**src/rtl/ttl_decoder_scan.sv**
```systemverilog
// rtl/ttl_decoder_scan.sv - registered one-of-N active-low decoder with direct and auto-scan modes
// Optional: TTL_DECODER_BREAK_BEFORE_MAKE_EN inserts one all-ones clk between two different valid lines.
module ttl_decoder_scan #(
    parameter int SEL_W   = 4,
    parameter int OUTPUTS = 10
) (
    input  logic               clk,
    input  logic               reset,
    input  logic               ce,
    input  logic               mode,
    input  logic               load,
    input  logic [SEL_W-1:0]   sel_in,
    input  logic               en_n,
    output logic [OUTPUTS-1:0] o,
    output logic [SEL_W-1:0]   cur_sel,
    output logic               wrap
);

    localparam logic [SEL_W:0]   N_OUT = (SEL_W+1)'(OUTPUTS);
    localparam logic [SEL_W-1:0] LAST  = SEL_W'(OUTPUTS - 1);

    logic [SEL_W-1:0]   code;
    logic [SEL_W-1:0]   code_nxt;
    logic               wrap_nxt;
    logic               code_ok;
    logic [OUTPUTS-1:0] line;
    logic [OUTPUTS-1:0] o_nxt;

    assign code_ok = ({1'b0, code} < N_OUT);
    assign line    = ~({{(OUTPUTS-1){1'b0}}, 1'b1} << code);
    assign cur_sel = code;

    always_comb begin
        code_nxt = code;
        wrap_nxt = 1'b0;
        if (ce) begin
            if (!mode || load) begin
                code_nxt = sel_in;
            end else if (code == LAST) begin
                code_nxt = '0;
                wrap_nxt = 1'b1;
            end else if (!code_ok) begin
                // invalid preload restarts the scan silently
                code_nxt = '0;
            end else begin
                code_nxt = code + 1'b1;
            end
        end
    end

`ifdef TTL_DECODER_BREAK_BEFORE_MAKE_EN
    logic [SEL_W-1:0] shown;
    logic             shown_vld;
    logic [SEL_W-1:0] shown_nxt;
    logic             shown_vld_nxt;

    // shown tracks which line o currently drives low; a change between two live lines blanks first
    always_comb begin
        o_nxt         = '1;
        shown_nxt     = shown;
        shown_vld_nxt = 1'b0;
        if (!en_n && code_ok && !(shown_vld && shown != code)) begin
            o_nxt         = line;
            shown_nxt     = code;
            shown_vld_nxt = 1'b1;
        end
    end

    always_ff @(posedge clk) begin
        if (reset) begin
            shown     <= '0;
            shown_vld <= 1'b0;
        end else begin
            shown     <= shown_nxt;
            shown_vld <= shown_vld_nxt;
        end
    end
`else
    always_comb begin
        o_nxt = '1;
        if (!en_n && code_ok) begin
            o_nxt = line;
        end
    end
`endif

    always_ff @(posedge clk) begin
        if (reset) begin
            code <= '0;
            wrap <= 1'b0;
            o    <= '1;
        end else begin
            code <= code_nxt;
            wrap <= wrap_nxt;
            o    <= o_nxt;
        end
    end

endmodule

```
**config.mk**
```make
export PLATFORM = sky130hd
export DESIGN_NAME = ttl_decoder_scan
export DESIGN_NICKNAME = d
export VERILOG_FILES = /design/src/rtl/ttl_decoder_scan.sv
export SDC_FILE = /design/constraint.sdc
export NUM_CORES = 1
export LEC_CHECK = 0
export BUFFER_PORTS_ARGS = -buffer_cell sky130_fd_sc_hd__buf_2
export CAP_MARGIN = 30
export CORE_UTILIZATION = 45
export DETAILED_ROUTE_END_ITERATION = 10
export PLACE_DENSITY = 0.71
export SYNTH_ARGS = -nofsm -noshare
export SYNTH_HDL_FRONTEND = slang
export SYNTH_SLANG_ARGS = --single-unit
```
**constraint.sdc**
```tcl
create_clock -name clk -period 2.1 [get_ports clk]
set_clock_uncertainty 0.2 [all_clocks]
set_input_delay 0.42 -clock clk [delete_from_list [all_inputs] [get_ports clk]]
set_output_delay 0.42 -clock clk [all_outputs]
set_load 0.05 [all_outputs]
```
==> impl_metrics.yaml, run 1 <==
status:
  status: "finished, final reports clean"
yosys:
  synth_top_family_by_area: "simple AND/OR/NAND/NOR gates"
  syn_area_per_cell_um2: 9.46
  syn_nets: 82
  synth.distinct_cells: 24
  synthMuxAreaShare: 0
  synth_simple_gate_area_frac: 0.242
  synth_xor_area_frac: 0
  synth_seq_cells: 15
  synthAdderAreaFrac: 0.120
  synth_compound_area_frac: 0.108
  ys_top_cells_by_area: "dfxtp_1, ha_1, nand2_1"
  synth_largest_area_cell: "dfxtp_1"
  synthCells: 66
  netlist_area_um2: 624
  yosysTopAreaCellShare: 0.481
  yosysSeqAreaShare: 0.481
  yosysWarningCount: 0
sta:
  fmax_mhz: 529
  hold_viol_final: 0
  finalCriticalPeriod_ns: 1.89
  maxSlewViolCount: 0
  layout_setup_ws_ns: 0.211
  tns_ns: 0
  setup_viol: 0
  max-slew-margin-rel: 0.705
  rsz0062_at_grt: "no"
  fin_crit_sh: 0.899
  worstMarginPinSlew_ns: 0.439
place:
  io_buffers: 24
  dp_slack_ns: 0.232
  dp.cells: 102
  place.gp.congestion: 0.735
  dp_hpwl_um: 896
setup_path:
  path_max_fanout: 9
  crit_path_end_kind: "flop"
  cp.arrival_ns: 1.89
  worst_setup_path_start_kind: "flop"
  r2r-start: "cur_sel[1]"
  path_class: "reg -> reg"
  cp-startpoint: "cur_sel[1]"
  critPathRequiredTime_ns: 2.10
drt:
  dr.pass1.iters: 4
  drtIter0Drc: 12
  viasPerCell: 5.20
  post_drt_wl_per_cell_um: 11.3
  totalWireLength_um: 1200
  vias: 551
  detail-route-antenna-nets: 0
  drcViolationCount: 0
clocking:
  cts_setup_buffers: 0
  clk_pin_slew_ns: 0.08
  cts_resized: 0
  ctsHoldBuffers: 0
  cts_buffers: 3
  clock-sinks: 15
  clockRootBuffer: "clkbuf_4"
  clockBufferDepth: 2
  htree_levels: 1
  cts_tree: "built"
  insertion_delay_ns: 0.28
grt:
  antenna_found_initial: 0
  track_usage: 0.192
  grt_max_degree: 12
  gr-total-overflow: 0
  grt_pass1_vias: 473
  grt_pass1_wl_um: 1950
pwr:
  pwr-share-seq: 0.536
  comb_power_share: 0.183
  vdd_drop_max_mv: 0.404
  total_power_uw: 571
  internal_power_uw: 401
  powerDensity_mw_per_mm2: 729
  switching_share: 0.298
  leakagePower_nw: 0.346
  switching_power_uw: 170
  pwr-share-clk: 0.281
hold_path:
  holdCritStartpoint: "sel_in[2]"
  hp-class: "in -> reg"
floorplanning:
  core_area_mm2: 0.00130
  ios: 25
  die_area_mm2: 0.00154
  start_util: 0.480
  fp.dieW_um: 39.3
  core.rowCount: 13
  fp.dieH_um: 39.3
finish:
  final_common_cell: "buf_2"
  areaGrowthSynthToFinish_pct: 25.5
  drive_above_1_share: 0.330
  instances_no_fill: 106
  antennaDiodeCount: 0
  final_cell_mix: "buf_2, dfxtp_1, nand2_1"
  fin_nets: 108
  final_util: 0.602
job:
  maxCapViolCount: 0
[power groups by stage]
stage	combinational, mW	sequential [mW]	clock [mW]
after floorplan	0.0443	0.344	0
after global placement	0.104	0.312	0
after detailed placement	0.105	0.313	0
after CTS	0.105	0.306	0.163
after global routing	0.115	0.308	0.174
final	0.104	0.306	0.161
[cell families (layout without fill, tap and decap cells)]
| logic type | Yosys count | after routing |
|---|---|---|
| adders and majority gates | 6 | 6 |
| DFF | 15 | 15 |
| buffers and inverters | 8 | 33 |
| and+or+nand+nor | 29 | 29 |
| AOI/OAI and AO/OA | 8 | 8 |
[registers in the layout (all words and copies together) (netlist names)]
signal	count
cur_sel	4
o	10
wrap	1
[through the flow]
step | cell area [µm²] | hold WS, ns
floorplan | 626 | 0.335
global placement | 757 | 0.335
detailed placement | 757 | 0.327
CTS | 783 | 0.191
global route | 783 | 0.209
finish | 783 | 0.188
[cells in the mapped netlist]
| cell type | instances |
|---|---|
| ha_1 | 6 |
| o31ai_1 | 1 |
| nand3_1 | 1 |
| nand2b_1 | 1 |
| o21bai_1 | 1 |
| nor4b_1 | 1 |
| nor3_1 | 1 |
| or4_1 | 1 |
| nand4_1 | 2 |
| o31a_1 | 1 |
| a211oi_1 | 1 |
| a311oi_2 | 1 |
| a21boi_0 | 1 |
| o21ai_0 | 1 |
| inv_1 | 4 |
| nor2_1 | 5 |
| nor4_1 | 3 |
| a311oi_1 | 1 |
| or3_1 | 2 |
| dfxtp_1 | 15 |
| nand2_1 | 10 |
| and3b_1 | 1 |
| clkbuf_1 | 4 |
| and4b_1 | 1 |
[final cells by class]
type                       instances  area [µm²]
clock buffer                       4        26.3
fill                             130         518
inverter                           4        15.0
multi-input combinational         43         294
sequential                        15         302
tap                               15        18.8
timing repair buffer              25         128
[path summary, 6_finish.rpt]
| check | end | slack [ns] | cells past startpoint |
|---|---|---|---|
| worst min register to register | o[9] | 0.36 | 1 |
| worst max-delay path | cur_sel[0] | 0.21 | 5 |
| worst max register to register | cur_sel[0] | 0.21 | 5 |
| worst min-delay path | cur_sel[2] | 0.19 | 3 |
[per-layer routing]
layer / global-route usage / vias up / share of wire
met5: 0 / - / 0
met4: 0.129 / 0 / 0.026
met3: 0.0511 / 4 / 0.076
met2: 0.313 / 26 / 0.47
met1: 0.215 / 239 / 0.43
li1: - / 282 / -
[critical path: stages (launching register included)]
cell	delay, ns
dfxtp_2	0.42
inv_1	0.09
ha_1	0.26
o31a_1	0.29
or3_1	0.32
a311oi_2	0.23
Power figures use the tool's default switching activity.
==> inputs of run 2 (changes only) <==
--- a/config.mk
+++ b/config.mk
@@ -10,6 +10,7 @@
 export CORE_UTILIZATION = 45
 export DETAILED_ROUTE_END_ITERATION = 10
 export PLACE_DENSITY = 0.71
+export SETUP_SLACK_MARGIN = 0.4
 export SYNTH_ARGS = -nofsm -noshare
 export SYNTH_HDL_FRONTEND = slang
 export SYNTH_SLANG_ARGS = --single-unit
==> constraint.sdc (replaced) <==
create_clock -name clk -period 2 [get_ports clk]
set_clock_uncertainty 0.2 [all_clocks]
set_input_delay 0.4 -clock clk [delete_from_list [all_inputs] [get_ports clk]]
set_output_delay 0.4 -clock clk [all_outputs]
set_load 0.05 [all_outputs]
==> impl_metrics.yaml, run 2 (same netlist as run 1, synthesis figures left out) <==
place:
  dp_hpwl_um: 881
  place.gp.congestion: 0.775
  io_buffers: 24
  dp.cells: 101
floorplanning:
  ios: 25
  fp.dieH_um: 39.3
  fp.dieW_um: 39.3
  start_util: 0.480
  core_area_mm2: 0.00130
  core.rowCount: 13
  die_area_mm2: 0.00154
status:
  status: "finished, final reports clean"
grt:
  grt_pass1_vias: 508
  grt_pass1_wl_um: 2120
  grt_max_degree: 12
  gr-total-overflow: 0
  antenna_found_initial: 0
  track_usage: 0.209
setup_path:
  cp.arrival_ns: 1.67
  critPathRequiredTime_ns: 1.98
  path_max_fanout: 6
  worst_setup_path_start_kind: "flop"
  path_class: "reg -> reg"
  crit_path_end_kind: "flop"
drt:
  viasPerCell: 5.06
  vias: 552
  dr.pass1.iters: 4
  totalWireLength_um: 1320
  drtIter0Drc: 15
  post_drt_wl_per_cell_um: 12.1
  detail-route-antenna-nets: 0
  drcViolationCount: 0
pwr:
  powerDensity_mw_per_mm2: 716
  vdd_drop_max_mv: 0.448
  leakagePower_nw: 0.363
sta:
  maxSlewViolCount: 0
  rsz0062_at_grt: "yes"
  setup_viol: 0
  worstMarginPinSlew_ns: 0.447
  fin_crit_sh: 0.843
  finalCriticalPeriod_ns: 1.69
  fmax_mhz: 593
  tns_ns: 0
  hold_viol_final: 0
  max-slew-margin-rel: 0.699
job:
  maxCapViolCount: 0
clocking:
  insertion_delay_ns: 0.27
  clk_pin_slew_ns: 0.08
  htree_levels: 1
  clockBufferDepth: 2
  cts_buffers: 3
  clockRootBuffer: "clkbuf_4"
  clock-sinks: 15
  cts_tree: "built"
hold_path:
  hp-class: "in -> reg"
finish:
  regMostFlops: "o"
  drive_above_1_share: 0.426
  final_common_cell: "buf_2"
  regArea_um2: 313
  instances_no_fill: 109
  fillCellCount: 107
  final_cell_mix: "buf_2, dfxtp_1, nand2_1"
  antennaDiodeCount: 0
  fin_nets: 111
  multi_input_area_um2: 324
  areaGrowthSynthToFinish_pct: 37.5
  largest_reg_flops: 10
-- run 2: metal layers --
layer	GRT usage	routed length [µm]	vias up
met3	0.0511	50	2
met4	0.103	15	0
met1	0.244	558	248
met5	0	0	-
met2	0.350	699	17
li1	-	-	285
-- run 2: worst max-delay path, cell delays in order (launching register included) --
cell	delay (ns)
dfxtp_4	0.38
ha_4	0.16
ha_1	0.25
or3_1	0.36
a311oi_1	0.24
-- run 2: power by group --
group | leakage [nW] | switching, mW | internal [mW]
clock | 0.0150 | 0.0861 | 0.0771
sequential | 0.125 | 0.0168 | 0.309
combinational | 0.224 | 0.0787 | 0.0469
-- run 2: area by class of cell --
class,instances,area share
tap,15,0.0219
sequential,15,0.364
multi-input combinational,43,0.378
timing repair buffer,28,0.185
clock buffer,4,0.0306
inverter,4,0.0204
-- run 2: through the flow --
step	power [mW]	util	instance area, µm²	setup slack [ns]	hold WS, ns
2_1_floorplan	0.411	-	652	0.233	0.315
3_3_place_gp	0.438	0.596	776	0.291	0.274
3_5_place_dp	0.440	0.596	776	0.286	0.275
4_1_cts	0.615	0.651	847	0.306	0.167
5_1_grt	0.647	0.660	858	0.255	0.185
6_report	0.614	0.660	858	0.314	0.175
-- run 2: timing repair --
item	in CTS	in global routing
setup buffers	4	0
hold endpoints to repair	0	0
hold buffers	0	0
cloned	0	0
setup endpoints to repair	4	5
pin swaps	1	1
resized for setup	4	4
-- run 2: worst paths after layout --
| path | start | endpoint | slack (ns) | depth (start not counted) |
|---|---|---|---|---|
| hold reg to reg | cur_sel[3] | o[8] | 0.29 | 1 |
| setup reg to reg | cur_sel[0] | cur_sel[2] | 0.31 | 4 |
| setup / recovery | cur_sel[0] | cur_sel[2] | 0.31 | 4 |
| hold / removal | sel_in[2] | cur_sel[2] | 0.17 | 3 |
==> inputs of run 3 (changes only) <==
==> constraint.sdc (replaced) <==
create_clock -name clk -period 1.64 [get_ports clk]
set_clock_uncertainty 0.2 [all_clocks]
set_input_delay 0.328 -clock clk [delete_from_list [all_inputs] [get_ports clk]]
set_output_delay 0.328 -clock clk [all_outputs]
set_load 0.05 [all_outputs]
==> impl_metrics.yaml, run 3 (same netlist as run 1, synthesis figures left out) <==
status:
  status: "complete, but fails checks"
  violations: "negative setup slack"
sta:
  worstMarginPinSlew_ns: 0.302
  max-slew-margin-rel: 0.797
  holdWs_ns: 0.112
  layout_setup_ws_ns: -0.139
  rsz0062_at_grt: "yes"
  maxSlewViolCount: 0
  setup_viol: 3
  fmax_mhz: 562
  fin_crit_sh: 1.08
  tns_ns: -0.277
  finalCriticalPeriod_ns: 1.78
  hold_viol_final: 0
drt:
  drcViolationCount: 0
  wl_met1_um: 850
  viasPerCell: 5.59
  post_drt_wl_per_cell_um: 17.3
  wl_met2_um: 996
  totalWireLength_um: 2010
  detail-route-antenna-nets: 0
  drtIter0Drc: 17
  dr.pass1.iters: 4
  top_layer_used: "met4"
  vias: 648
  wl_met3_um: 137
pwr:
  internal_power_uw: 576
  comb_power_share: 0.279
  pwr-share-seq: 0.465
  switching_power_uw: 272
  switching_share: 0.321
  leakagePower_nw: 0.470
  powerDensity_mw_per_mm2: 743
  pwr-share-clk: 0.256
  vdd_drop_max_mv: 0.454
  total_power_uw: 848
setup_path:
  r2r_slack_ns: -0.14
  path_class: "reg -> reg"
  critPathSlowestCell: "dfxtp_4"
  critPathRequiredTime_ns: 1.63
  crit_chain: "ha_4 -> ha_1 -> or3_1 -> a311oi_2"
  crit_path_end_kind: "flop"
  r2r-end: "cur_sel[2]"
  slowest_delay_ns: 0.39
  crit_buf_inv: 0
  reg2reg_depth: 4
  cp.arrival_ns: 1.77
  path_delay_family: "adder cells"
  r2r-start: "cur_sel[0]"
  path_max_fanout: 4
  cp-startpoint: "cur_sel[0]"
  worst_setup_path_start_kind: "flop"
clocking:
  clockBufferDepth: 2
  cts_tree: "built"
  insertion_delay_ns: 0.29
  clock-sinks: 15
  htree_levels: 1
  clockRootBuffer: "clkbuf_4"
  cts_buffers: 3
  clk_pin_slew_ns: 0.10
place:
  dp_slack_ns: -0.0667
  place.gp.congestion: 0.806
  dp_hpwl_um: 941
  io_buffers: 24
grt:
  grt_max_degree: 11
  grt_pass1_wl_um: 2550
  antenna_found_initial: 0
  gr-total-overflow: 0
  track_usage: 0.254
  grt_pass1_vias: 537
hold_path:
  min_to: "cur_sel[1]"
  hold_path_depth: 3
  hp-class: "in -> reg"
  holdCritStartpoint: "sel_in[1]"
floorplanning:
  fp.dieH_um: 39.3
  core_area_mm2: 0.00130
  start_util: 0.480
  die_area_mm2: 0.00154
  fp.dieW_um: 39.3
  ios: 25
  core.rowCount: 13
finish:
  largest_reg_flops: 10
  drive_above_1_share: 0.624
  antennaDiodeCount: 0
  final_common_cell: "buf_8"
  fin_nets: 118
  regMostFlops: "o"
  areaGrowthSynthToFinish_pct: 82.8
  final_cell_mix: "buf_8, dfxtp_2, nand2_1"
job:
  maxCapViolCount: 0
-- run 3: cell count changes in the layout (fill, tap and decap cells not counted), sizes merged --
cell	before	now
buf	28	35
-- run 3: how the worst max path moves through the flow --
stage                            end  cells after the start  slack, ns
after floorplan           cur_sel[2]                      4      -0.13
after global placement    cur_sel[2]                      4      -0.03
after detailed placement  cur_sel[2]                      4      -0.07
after CTS                 cur_sel[0]                      5      -0.06
after global routing      cur_sel[2]                      5      -0.19
final                     cur_sel[2]                      4      -0.14
-- run 3: final cells by class --
type                            instances  area, µm²
Clock buffer                            4       26.3
Fill cell                              65        160
Inverter                                4       17.5
Multi-Input combinational cell         43        382
Sequential cell                        15        329
Tap cell                               15       18.8
Timing Repair Buffer                   35        368
-- run 3: layer usage --
layer,global-route usage,vias to the layer above
met5,0,-
met3,0.0568,4
li1,-,303
met2,0.408,40
met1,0.321,301
met4,0.112,0
-- run 3: repair_timing --
item | 4_1_cts | 5_1_grt
resized for setup | 63 | 10
setup buffers | 1 | 3
hold buffers | 0 | 0
setup endpoints to repair | 25 | 27
endpoints found under the hold margin | 0 | 0
pin swaps | 2 | 6
-- run 3: worst reg2reg max path, delay by kind of cell, from the launching register on --
family,cells,cell delay (ns)
fa+ha+maj,2,0.44
compound gates,1,0.27
simple gates,1,0.39
flops,1,0.39
-- run 3: through the flow --
step	instance area, µm²	cells	utilization
global route	1140	116	0.877
detailed placement	831	108	0.638
CTS	1070	113	0.823
global placement	831	108	0.638
finish	1140	116	0.877
floorplan	658	66	-
-- run 3: power by group through the flow --
| stage | registers, mW | logic (mW) | clock network (mW) |
|---|---|---|---|
| detailed placement | 0.399 | 0.155 | 0 |
| global placement | 0.398 | 0.153 | 0 |
| global route | 0.396 | 0.251 | 0.239 |
| CTS | 0.398 | 0.194 | 0.214 |
| finish | 0.395 | 0.237 | 0.217 |
| floorplan | 0.441 | 0.0607 | 0 |
